==> config.mk <==
export PLATFORM = sky130hd
export DESIGN_NAME = macro_fetch_buffer
export DESIGN_NICKNAME = d
export VERILOG_FILES = /design/src/rtl/macro_fetch_pkg.sv /design/src/rtl/macro_fetch_buffer_mir_select.sv /design/src/rtl/macro_fetch_buffer.sv
export SDC_FILE = /design/constraint.sdc
export NUM_CORES = 1
export LEC_CHECK = 0
export ABC_CLOCK_PERIOD_IN_PS = 12200
export BUFFER_PORTS_ARGS = -buffer_cell sky130_fd_sc_hd__buf_4
export CORE_UTILIZATION = 45
export CTS_CLUSTER_SIZE = 40
export DETAILED_ROUTE_END_ITERATION = 16
export GPL_TIMING_DRIVEN = 1
export PLACE_DENSITY = 0.68
export SLEW_MARGIN = 20
export SYNTH_ARGS = -nofsm -noshare
export SYNTH_HDL_FRONTEND = slang
export SYNTH_HIERARCHICAL = 1
export SYNTH_SLANG_ARGS = --single-unit
==> constraint.sdc <==
create_clock -name clk -period 12.2 [get_ports clk]
set_clock_uncertainty 0.05 [all_clocks]
set_input_delay 2.44 -clock clk [delete_from_list [all_inputs] [get_ports clk]]
set_output_delay 2.44 -clock clk [all_outputs]
set_load 0.005 [all_outputs]
==> src/rtl/macro_fetch_pkg.sv <==
// Shared types for the macroinstruction fetch buffer: FSM states, buffer entry layout,
// and the lc byte-offset width.
package macro_fetch_pkg;

  localparam int FETCH_WAW     = 24;
  localparam int WORD_SEL_BITS = 2;

  typedef enum logic [1:0] {
    ST_IDLE = 2'd0,
    ST_REQ  = 2'd1,
    ST_WAIT = 2'd2
  } fetch_state_e;

  typedef struct packed {
    logic                 valid;
    logic [FETCH_WAW-1:0] tag;
    logic [31:0]          data;
  } buf_entry_t;

endpackage

==> src/rtl/macro_fetch_buffer_mir_select.sv <==
// Extracts the current macroinstruction from the CUR word: a halfword by lc[1], or a
// zero-extended byte by lc[1:0] in byte mode. Drives zero when the word is not valid.
module mir_select
  import macro_fetch_pkg::*;
(
  input  logic [31:0]              data_i,
  input  logic [WORD_SEL_BITS-1:0] sel_i,
  input  logic                     byte_mode_i,
  input  logic                     valid_i,
  output logic [15:0]              mir_o
);

  logic [7:0] byte_lane [4];

  for (genvar gi = 0; gi < 4; gi++) begin : g_lane
    assign byte_lane[gi] = data_i[8*gi +: 8];
  end

  always_comb begin
    mir_o = 16'h0000;
    if (valid_i) begin
      if (byte_mode_i) begin
        mir_o = {8'h00, byte_lane[sel_i]};
      end else begin
        mir_o = sel_i[1] ? data_i[31:16] : data_i[15:0];
      end
    end
  end

endmodule

==> src/rtl/macro_fetch_buffer.sv <==
// Two-entry (CUR/NXT) macroinstruction fetch buffer with one-word sequential prefetch.
// Optional MACRO_FETCH_STATS_EN adds saturating fetch/flush counters. WAW must equal FETCH_WAW.
module macro_fetch_buffer
  import macro_fetch_pkg::*;
#(
  parameter int WAW      = FETCH_WAW,
  parameter bit PREFETCH = 1'b1
) (
  input  logic             clk,
  input  logic             reset,
  input  logic [WAW+1:0]   lc,
  input  logic             lc_byte_mode,
  output logic             mem_req,
  output logic [WAW-1:0]   mem_addr,
  input  logic             mem_ack,
  input  logic             mem_rvalid,
  input  logic [31:0]      mem_rdata,
  output logic [15:0]      mir,
  output logic             mir_valid,
  output logic             needfetch
`ifdef MACRO_FETCH_STATS_EN
  ,
  output logic [15:0]      stat_fetches,
  output logic [15:0]      stat_flushes
`endif
);

  localparam logic [WAW-1:0] ONE_WORD = {{(WAW-1){1'b0}}, 1'b1};

  fetch_state_e   state_q, state_d;
  buf_entry_t     cur_q, cur_d, nxt_q, nxt_d;
  buf_entry_t     cur_a, nxt_a;
  logic [WAW-1:0] addr_q, addr_d;
  logic           drop_q, drop_d;

  logic [WAW-1:0] word_w;
  logic [WAW-1:0] cur_succ;
  logic           cur_match, nxt_match, advance, jump;

  assign word_w    = lc[WAW+1:WORD_SEL_BITS];
  assign cur_match = cur_q.valid && (cur_q.tag == word_w);
  assign nxt_match = nxt_q.valid && (nxt_q.tag == word_w);
  assign advance   = !cur_match && nxt_match;
  assign jump      = !cur_match && !nxt_match;

  // Promotion and jump invalidation are applied combinationally so a promoted NXT
  // is visible as a hit in the same cycle lc steps onto it.
  always_comb begin
    cur_a = cur_q;
    nxt_a = nxt_q;
    if (advance) begin
      cur_a       = nxt_q;
      nxt_a.valid = 1'b0;
    end else if (jump) begin
      cur_a.valid = 1'b0;
      nxt_a.valid = 1'b0;
    end
  end

  assign cur_succ  = cur_a.tag + ONE_WORD;
  assign needfetch = !(cur_a.valid && (cur_a.tag == word_w));
  assign mir_valid = !needfetch;
  assign mem_req   = (state_q == ST_REQ);
  assign mem_addr  = addr_q;

  always_comb begin
    state_d = state_q;
    addr_d  = addr_q;
    drop_d  = drop_q;
    cur_d   = cur_a;
    nxt_d   = nxt_a;
    case (state_q)
      ST_IDLE: begin
        if (needfetch) begin
          state_d = ST_REQ;
          addr_d  = word_w;
        end else if (PREFETCH && cur_a.valid && !nxt_a.valid) begin
          state_d = ST_REQ;
          addr_d  = cur_succ;
        end
      end
      ST_REQ: begin
        if (mem_ack) begin
          state_d = ST_WAIT;
          if (jump && (addr_q != word_w)) drop_d = 1'b1;
        end else if (jump) begin
          addr_d = word_w;
        end
      end
      ST_WAIT: begin
        if (mem_rvalid) begin
          state_d = ST_IDLE;
          drop_d  = 1'b0;
          if (!drop_q) begin
            if (addr_q == word_w) begin
              cur_d = '{valid: 1'b1, tag: addr_q, data: mem_rdata};
            end else if (cur_a.valid && (addr_q == cur_succ)) begin
              nxt_d = '{valid: 1'b1, tag: addr_q, data: mem_rdata};
            end
          end
        end else if (jump && (addr_q != word_w)) begin
          drop_d = 1'b1;
        end
      end
      default: state_d = ST_IDLE;
    endcase
  end

  always_ff @(posedge clk) begin
    if (reset) begin
      state_q <= ST_IDLE;
      cur_q   <= '0;
      nxt_q   <= '0;
      addr_q  <= '0;
      drop_q  <= 1'b0;
    end else begin
      state_q <= state_d;
      cur_q   <= cur_d;
      nxt_q   <= nxt_d;
      addr_q  <= addr_d;
      drop_q  <= drop_d;
    end
  end

  mir_select u_mir_select (
    .data_i      (cur_a.data),
    .sel_i       (lc[WORD_SEL_BITS-1:0]),
    .byte_mode_i (lc_byte_mode),
    .valid_i     (mir_valid),
    .mir_o       (mir)
  );

`ifdef MACRO_FETCH_STATS_EN
  logic [15:0] fetches_q, flushes_q;

  always_ff @(posedge clk) begin
    if (reset) begin
      fetches_q <= 16'h0000;
      flushes_q <= 16'h0000;
    end else begin
      if (mem_req && mem_ack && (fetches_q != 16'hFFFF)) fetches_q <= fetches_q + 16'd1;
      if (jump && (cur_q.valid || nxt_q.valid) && (flushes_q != 16'hFFFF))
        flushes_q <= flushes_q + 16'd1;
    end
  end

  assign stat_fetches = fetches_q;
  assign stat_flushes = flushes_q;
`endif

endmodule

# Word-level counts from Yosys, hierarchy flattened
# Cells that the tools add are included.
# totals
ff_bits,141
output_inout_bits,43
word_cells,80
inputBits,63
# op_classes
reduce_logical,19
addsub,1
bitwise_logic,3
mux,34
order_cmp,1
n_eq_ne,13
# ops
cell,count
$mux W57,9
$eq A24 B24 Y1,5
$mux W24,4
$mux W56,1
$mux W16,3
$pmux W24 S2,1
$add A24 B1 Y24 const B,1
$ne A24 B24 Y1,1
$bmux W8 S2,1
$mux W8,2
$logic_and A1 B1 Y1,8
$mux W2,4
$mux W1,7
$pmux W2 S3,1
$reduce_and A5 Y1,1
$logic_not A1 Y1,4
$ne A2 B1 Y1 const B,2
$ne A2 B2 Y1 const B,2
$reduce_and A4 Y1,1
$reduce_bool A2 Y1,2
$ge A3 B3 Y1 const B,1
$ne A3 B3 Y1 const B,1
$not A2 Y3,1
$reduce_and A3 Y1,1
6 further kinds,7

# Logic depth before layout (Yosys ltp)
# Gate-level depths: netlist of the first run.
# depth
word_depth,13
depth_mapped,16

# Modules after synthesis
# The synthesis of the first run kept the hierarchy.
# by_module_without_submodules
mod,instances,area_each_um2,cells_each
macro_fetch_buffer,1,9147.5,1165
mir_select,1,301.5,39

# Worst setup path after synthesis of the first run
# Ideal clock, no wire load.
# synth_path
path_type,input port to output port
start,input port lc[18]
end,output port mir[4]
arrival_time_ps,4818
n_path_buf,4
slack_ps,4892
required_time_ps,9710
cell_stages,13
cell_sequence,clkbuf_1 xor2_1 or4_1 nor3_4 and2_1 buf_2 nand2b_1 buf_2 clkbuf_1 nand2_1 nand2_1 mux2i_1 o22ai_1
# synth_rtl
element,line,source
start: declaration,macro_fetch_buffer.sv:11,"input logic [WAW+1:0] lc,"
end: declaration,macro_fetch_buffer.sv:18,"output logic [15:0] mir,"

==> results of run 1 <==
==> cells by family (layout without fill, tap and decap cells) <==
family                 Yosys count  count (layout)
AND/OR/NAND/NOR                436             436
XOR/XNOR                       139             139
flip-flops                     141             141
multiplexers                   101             101
AO/OA/AOI/OAI                  250             250
buffers and inverters          137             163
==> worst max-delay path by stage <==
stage,from,slack (ns),depth (start not counted),endpoint
after floorplan,lc[18],4.89,13,mir[4]
after global placement,lc[20],4.42,12,mir[5]
after detailed placement,lc[20],4.35,12,mir[4]
after CTS,lc[19],4.36,11,mir[4]
after global routing,lc[10],4.10,12,mir[4]
final,lc[19],4.32,11,mir[4]
==> cells in the mapped netlist, types with 2 or more instances <==
cell type / instances / area share [%]
inv_1: 13 / 0.52
and3_1: 6 / 0.40
nor3_1: 13 / 0.69
dfxtp_1: 141 / 30
o21ai_1: 10 / 0.53
xor2_1: 46 / 4.3
and2_1: 5 / 0.33
nand2_1: 125 / 5.0
buf_4: 13 / 1.0
nor4_2: 4 / 0.53
o22ai_1: 10 / 0.66
a211oi_1: 56 / 4.4
nand2b_1: 10 / 0.66
o211ai_1: 4 / 0.32
a311oi_1: 3 / 0.28
a31oi_1: 2 / 0.13
nand3_1: 72 / 3.8
nand4_1: 31 / 2.1
xnor3_1: 2 / 0.48
or4_1: 3 / 0.24
nor4_1: 6 / 0.40
o21ai_0: 55 / 2.9
nor2_1: 125 / 5.0
a21oi_1: 84 / 4.4
buf_2: 37 / 2.0
a211oi_2: 2 / 0.26
xnor2_1: 91 / 8.4
or2_2: 2 / 0.13
or3_1: 4 / 0.26
clkbuf_1: 59 / 2.3
mux2i_1: 99 / 10
nand3b_1: 4 / 0.32
buf_6: 8 / 0.95
nor2b_1: 6 / 0.40
buf_1: 5 / 0.20
nor3b_1: 3 / 0.24
and4_1: 11 / 1.0
a2111oi_4: 2 / 0.58
==> metrics by stage <==
stage	worst slack, ns	util [%]	power (uW)
2_1_floorplan	4.89	-	562
3_3_place_gp	4.42	49.3	623
3_5_place_dp	4.35	49.3	623
4_1_cts	4.36	52.2	1150
5_1_grt	4.10	52.2	1180
6_report	4.32	52.2	1140
==> placed cells by master, fill, tap and decap left out, types with 4 or more instances in the layout <==
cell / n
nand2_1: 125
inv_1: 13
xnor2_1: 91
inv_8: 6
xor2_1: 46
clkbuf_16: 17
nand3b_1: 4
inv_6: 4
nand4_1: 31
nor4_2: 4
nand2b_1: 10
nor2_1: 123
or3_1: 4
nand3_1: 71
dfxtp_1: 141
o22ai_1: 9
mux2i_1: 99
o21ai_0: 55
nor2b_1: 6
nor3_1: 13
and3_1: 6
a21oi_1: 84
and4_1: 10
o21ai_1: 10
and2_1: 5
a211oi_1: 56
nor4_1: 6
buf_4: 118
o211ai_1: 4
==> layout make-up <==
type / count / area (um2)
fillers: 2007 / 9760
multi-input cells: 926 / 5990
flip-flops and latches: 141 / 2820
repair buffers: 118 / 886
clock buffers: 17 / 425
well taps: 270 / 338
clock inverters: 15 / 166
inverters: 13 / 48.8
==> worst max-delay path, stage by stage <==
cell	delay (ns)
buf_4	0.14
xnor2_1	0.31
nand4_1	0.17
or4_1	0.73
a2111oi_4	0.50
buf_4	0.43
nand2_1	0.10
nand2_1	0.11
mux2i_1	0.12
o22ai_1	0.20
buf_4	0.14
==> flip-flops by register name, indices dropped and copies added, names as in the netlist <==
register and count:
state_q 2, nxt_a 56, drop_q 1, mem_addr 24, nxt_q 1, cur_q 57
==> where the power goes <==
part           switching [uW]  total (uW)  leakage, uW  internal, uW
combinational            69.7         125      0.00257          55.6
sequential               21.6         490      0.00114           468
clock                     253         528     0.000285           276
total                     344        1140      0.00400           800
==> layer usage <==
metal  track usage [%]  vias up  share of wire (%)
met5                 0        -              0.043
met2              42.5      370                 44
li1                  -     4242                  -
met1              38.5     4243                 45
met4              11.1        2                3.1
met3              6.65       64                7.8
==> impl_metrics.tcl, run 1 <==
set metrics [dict create \
    cts_buffers 17 \
    synthMuxAreaShare_pct 10.7 \
    fp.dieW_um 147 \
    drv_slew 0 \
    setup_violations 0 \
    outcome "completed" \
    holdCritPathClass "register to register" \
    fin_area_mm2 0.0107 \
    cp.arrival_ns 5.39 \
    power.density_mw_per_mm2 107 \
    rsz0062_at_grt "false" \
    num_rows 52 \
    grt_overflow 0 \
    yosysWarnings 6 \
    synth-seq-cells 141 \
    crit_path_end_kind "output port" \
    startpoint_type "input port" \
    setup-tns-final_ns 0 \
    max_freq_mhz 127 \
    synth_nets 1267 \
    core_area_mm2 0.0204 \
    synth.distinct_cells 70 \
    peakVddDrop_v 0.0000762 \
    die_y_um 147 \
    hpwlAfterDp_mm 20.8 \
    routedWlPerCell_um 20.1 \
    ff2ff_path_depth 12 \
    worstSkewPairLatency_ns 0.44 \
    synth_top_flop_cell "dfxtp_1" \
    grt_first_pass_wirelength_mm 47.4 \
    async_flop_share_pct 0 \
    num_antenna_cells 0 \
    clockBufferDepth 2 \
    clock_sinks 141 \
    die_area_mm2 0.0216 \
    worstReg2RegStart "nxt_a[39]$_SDFFE_PP0P_" \
    synth_edf_count 0 \
    synth_compound_area_share_pct 16.8 \
    worst-setup-path-type "input port to output port" \
    cp_data_required_time_ns 9.71 \
    timing.hold.ws_ns 0.427 \
    synth_top_family_by_area "simple AND/OR/NAND/NOR gates" \
    port_buffers 105 \
    critPathMaxFanout 33 \
    drc 0 \
    min_path_cells 2 \
    finalCritPeriodShare_pct 64.6 \
    antenna_found_initial 1 \
    cts.hold.buffers_added 0 \
    min_period_ns 7.88 \
    min_from "nxt_a[21]$_SDFFE_PP0P_" \
    gp_congestion 0.997 \
    start_util_pct 46.3 \
    synthSimpleGateAreaFrac_pct 22.1 \
    ant_nets 0 \
    vias 8921 \
    grt_use_total_pct 28.1 \
    fin_cells 1500 \
    cts_tree "yes" \
    leakagePower_uw 0.00400 \
    min_to "nxt_a[21]$_SDFFE_PP0P_" \
    totalWireLength_mm 30.2 \
    synth_xor_area_share_pct 13.2 \
    syn_area_mm2 0.00945 \
    post_cts_resized 0 \
    slew_headroom_pct 28.0 \
    r2r-end "nxt_a[24]$_SDFFE_PP0P_" \
    firstDrtPassIters 5 \
    areaGrowthSynthToFinish_pct 12.9 \
    dp_cells 1468 \
    path_clk_slew_ns 0.07 \
    synth_seq_area_share_pct 29.9 \
    grt_pass1_vias 8179 \
    synthCells 1204 \
    io_pins 106 \
    post_cts_buffers 0 \
    dpl-instance-area_mm2 0.0101 \
    grt_start_max_net_pins 92 \
    regToRegSetupSlack_ns 7.20 \
    fin_nets 1280 \
    htreeDepth 4 \
    worst_pin_slew_ns 1.08 \
    cts_root_buf "clkbuf_16" \
    syn_area_per_cell_um2 7.85 \
    maxCapViolCount 0 \
    final_hold_viol_count 0 \
    vias_per_cell 5.95 \
    drive_gt1_share_pct 14.2 \
    synth_fa_ha_area_share_pct 0 \
    drtIter0Drc 744 \
]
Power figures use the tool's default switching activity.
==> inputs of run 2 (changes only) <==
Settings changed: ABC_AREA set to 1, ABC_CLOCK_PERIOD_IN_PS 12200 to 6600, PLACE_DENSITY 0.68 to 0.7.
Clock period 12.2 ns to 6.6 ns, I/O delays scaled along.
==> run 2 against run 1 <==
Effect of this change:
- cell count rose by 43%
- critical path depth rose by 9
- clock power rose by 91%
- sequential cell count is the same
- via count is 28% higher
- cell area increased by 7.7%
- global-route usage increased by 5.9 points
- first-iteration DRC count grew 20%
- total power increased by 92%
- die area increased by 5.2%
- count of clock-buffer cells in the layout rose by 1
- critical path type unchanged
- critical endpoint is now mir[6]
- largest cell class unchanged
==> impl_metrics.tcl, run 2 <==
set metrics [dict create \
    drv_slew 0 \
    totalWireLength_mm 37.8 \
    peakVddDrop_v 0.000135 \
    synth_compound_area_share_pct 12.9 \
    slew_headroom_pct 33.1 \
    htreeDepth 4 \
    synth.largest_area_cell "dfxtp_1" \
    cp.arrival_ns 3.90 \
    top_register "cur_q" \
    synth_nets 1845 \
    drc 0 \
    final_common_cell "nand2_1" \
    startpoint_type "input port" \
    ant_nets 0 \
    cts_root_buf "clkbuf_16" \
    syn_area_per_cell_um2 5.58 \
    setup_violations 0 \
    worst-setup-path-type "input port to output port" \
    post_cts_buffers 0 \
    holdCritPathClass "register to register" \
    switchingPower_uw 666 \
    grt_pass1_vias 10400 \
    fin_nets 1909 \
    dp_cells 2107 \
    synth_fa_ha_area_share_pct 0 \
    min_period_ns 5.27 \
    hpwlAfterDp_mm 27.7 \
    finalCritPeriodShare_pct 79.9 \
    seq_area_mm2 0.00282 \
    leakagePower_uw 0.00601 \
    synthSimpleGateAreaFrac_pct 43.4 \
    synth_seq_area_share_pct 28.4 \
    grt_first_pass_wirelength_mm 57.7 \
    crit_family "simple AND/OR/NAND/NOR gates" \
    yosysTopAreaCellShare_pct 28.4 \
    syn_area_mm2 0.00995 \
    synth_top_family_by_area "simple AND/OR/NAND/NOR gates" \
    routedWlPerCell_um 17.7 \
    p_comb_share_pct 12.9 \
    cts_tree "yes" \
    synth_most_common_cell "nand2_1" \
    drtIter0Drc 896 \
    synth_xor_area_share_pct 2.07 \
    pwr-share-seq_pct 41.0 \
    critPathMaxFanout 61 \
    multi_input_area_mm2 0.00582 \
    firstDrtPassIters 5 \
    setup-tns-final_ns 0 \
    num_rows 54 \
    antenna_found_initial 0 \
    largest_reg_flops 57 \
    rsz0062_at_grt "false" \
    power_frac_clock_pct 46.1 \
    synthCells 1782 \
    synthMuxAreaShare_pct 0 \
    synth.distinct_cells 32 \
    cpMaxStageDelayCell "buf_12" \
    clock_sinks 141 \
    p_int_uw 1530 \
    fp.dieW_um 151 \
    final_cell_mix "nand2_1, nor2_1, inv_1" \
    max_freq_mhz 190 \
    dpl-instance-area_mm2 0.0109 \
    start_util_pct 45.7 \
    port_buffers 105 \
    crit_chain "buf_4 -> inv_1 -> nand2_1 -> nand2_1 -> nand3_1 -> nor2_1 -> nand2_1 -> nor2_1 -> nand2_1 -> nand2_2 -> buf_12 -> inv_1 -> buf_4 -> nand2_1 -> nand2_1 -> nand2_1 -> nand2_1 -> nor2_1 -> nor2_1 -> buf_4" \
    sw_frac_of_total_pct 30.3 \
    gp_congestion 1.04 \
    num_antenna_cells 0 \
    fin_cells 2139 \
    timing.hold.ws_ns 0.438 \
    maxCapViolCount 0 \
    clockBufferDepth 2 \
    synth_top_cells_by_area "dfxtp_1, nand2_1, nor2_1, inv_1, nand3_1" \
    fillCellCount 2285 \
    die_y_um 151 \
    io_pins 106 \
    power.density_mw_per_mm2 191 \
    synth_top_flop_cell "dfxtp_1" \
    crit_path_end_kind "output port" \
    synth_edf_count 0 \
    drive_gt1_share_pct 11.0 \
    grt_start_max_net_pins 84 \
    vias 11400 \
    cts.hold.buffers_added 0 \
    post_cts_resized 0 \
    outcome "completed" \
    die_area_mm2 0.0227 \
    synth-seq-cells 141 \
    worst_pin_slew_ns 0.997 \
    async_flop_share_pct 0 \
    cp_data_required_time_ns 5.23 \
    yosysWarnings 6 \
    critical-path-max-stage-delay_ns 0.30 \
    worstSkewPairLatency_ns 0.44 \
    yosys-top-cells-count "nand2_1, nor2_1, inv_1" \
    fin_util_pct 52.8 \
    core_area_mm2 0.0218 \
    cp_num_buf_inv 6 \
    path_clk_slew_ns 0.07 \
    cts_buffers 17 \
    vias_per_cell 5.34 \
    grt_use_total_pct 34.0 \
    areaGrowthSynthToFinish_pct 15.5 \
    fin_area_mm2 0.0115 \
    final_hold_viol_count 0 \
    grt_overflow 0 \
    path_common_cell "nand2_1" \
]
[run 2: kinds of logic after synthesis]
group / count (synthesis)
AO/OA/AOI/OAI: 227
flip-flops: 141
buffers and inverters: 322
XOR/XNOR: 22
AND/OR/NAND/NOR: 1070
[run 2: cell type report]
type,count,area share [%]
clock buffer,18,3.82
inverter,246,8.11
sequential,141,24.6
tap,280,3.05
clock inverter,14,1.49
timing repair buffer,121,8.34
multi-input combinational,1319,50.6
[run 2: per-stage QoR]
| stage | setup slack [ns] | total power, uW |
|---|---|---|
| after floorplan | 1.93 | 1060 |
| after global placement | 1.13 | 1190 |
| after detailed placement | 1.13 | 1200 |
| after CTS | 1.37 | 2200 |
| after global routing | 1.13 | 2270 |
| final | 1.33 | 2190 |
[run 2: final timing paths]
path / start / to / slack, ns / cells past startpoint
max: lc[22] / mir[6] / 1.33 / 20
min: nxt_a[9]$_SDFFE_PP0P_ / nxt_a[9]$_SDFFE_PP0P_ / 0.44 / 2
max reg2reg: nxt_a[38]$_SDFFE_PP0P_ / nxt_a[52]$_SDFFE_PP0P_ / 2.10 / 26
min reg2reg: nxt_a[9]$_SDFFE_PP0P_ / nxt_a[9]$_SDFFE_PP0P_ / 0.44 / 2
[run 2: power groups by stage]
stage	Clock [uW]	Combinational, uW	Sequential [uW]
after floorplan	0	154	909
after global placement	0	277	918
after detailed placement	0	279	917
after CTS	1020	280	898
after global routing	1060	310	901
final	1010	284	899
[run 2: worst register-to-register path, stage by stage, from the launching register on]
cell and delay (ns):
dfxtp_1 0.39, inv_1 0.07, nand2_1 0.06, nand2_1 0.11, nor2_1 0.22, nand2_1 0.11
nor2_1 0.10, nand2_1 0.09, nor2_4 0.31, buf_4 0.34, nand3_1 0.12, nand2_1 0.16
nand2_1 0.07, nor2_1 0.22, nand2_1 0.24, nor2_4 0.23, nand3_1 0.11, nand2_1 0.17
nor2_1 0.06, nor2_1 0.10, nand2_1 0.10, nor2_4 0.22, nand2_4 0.26, buf_12 0.28
nand2_1 0.10, nand2_1 0.04, nor2_1 0.09
[run 2: metal layers]
| layer | routed length [um] | vias to the layer above | track usage [%] |
|---|---|---|---|
| met1 | 15800 | 5185 | 43.2 |
| li1 | - | 5628 | - |
| met4 | 1700 | 0 | 16.8 |
| met5 | 0 | - | 0 |
| met2 | 17200 | 519 | 55.5 |
| met3 | 3110 | 94 | 5.88 |
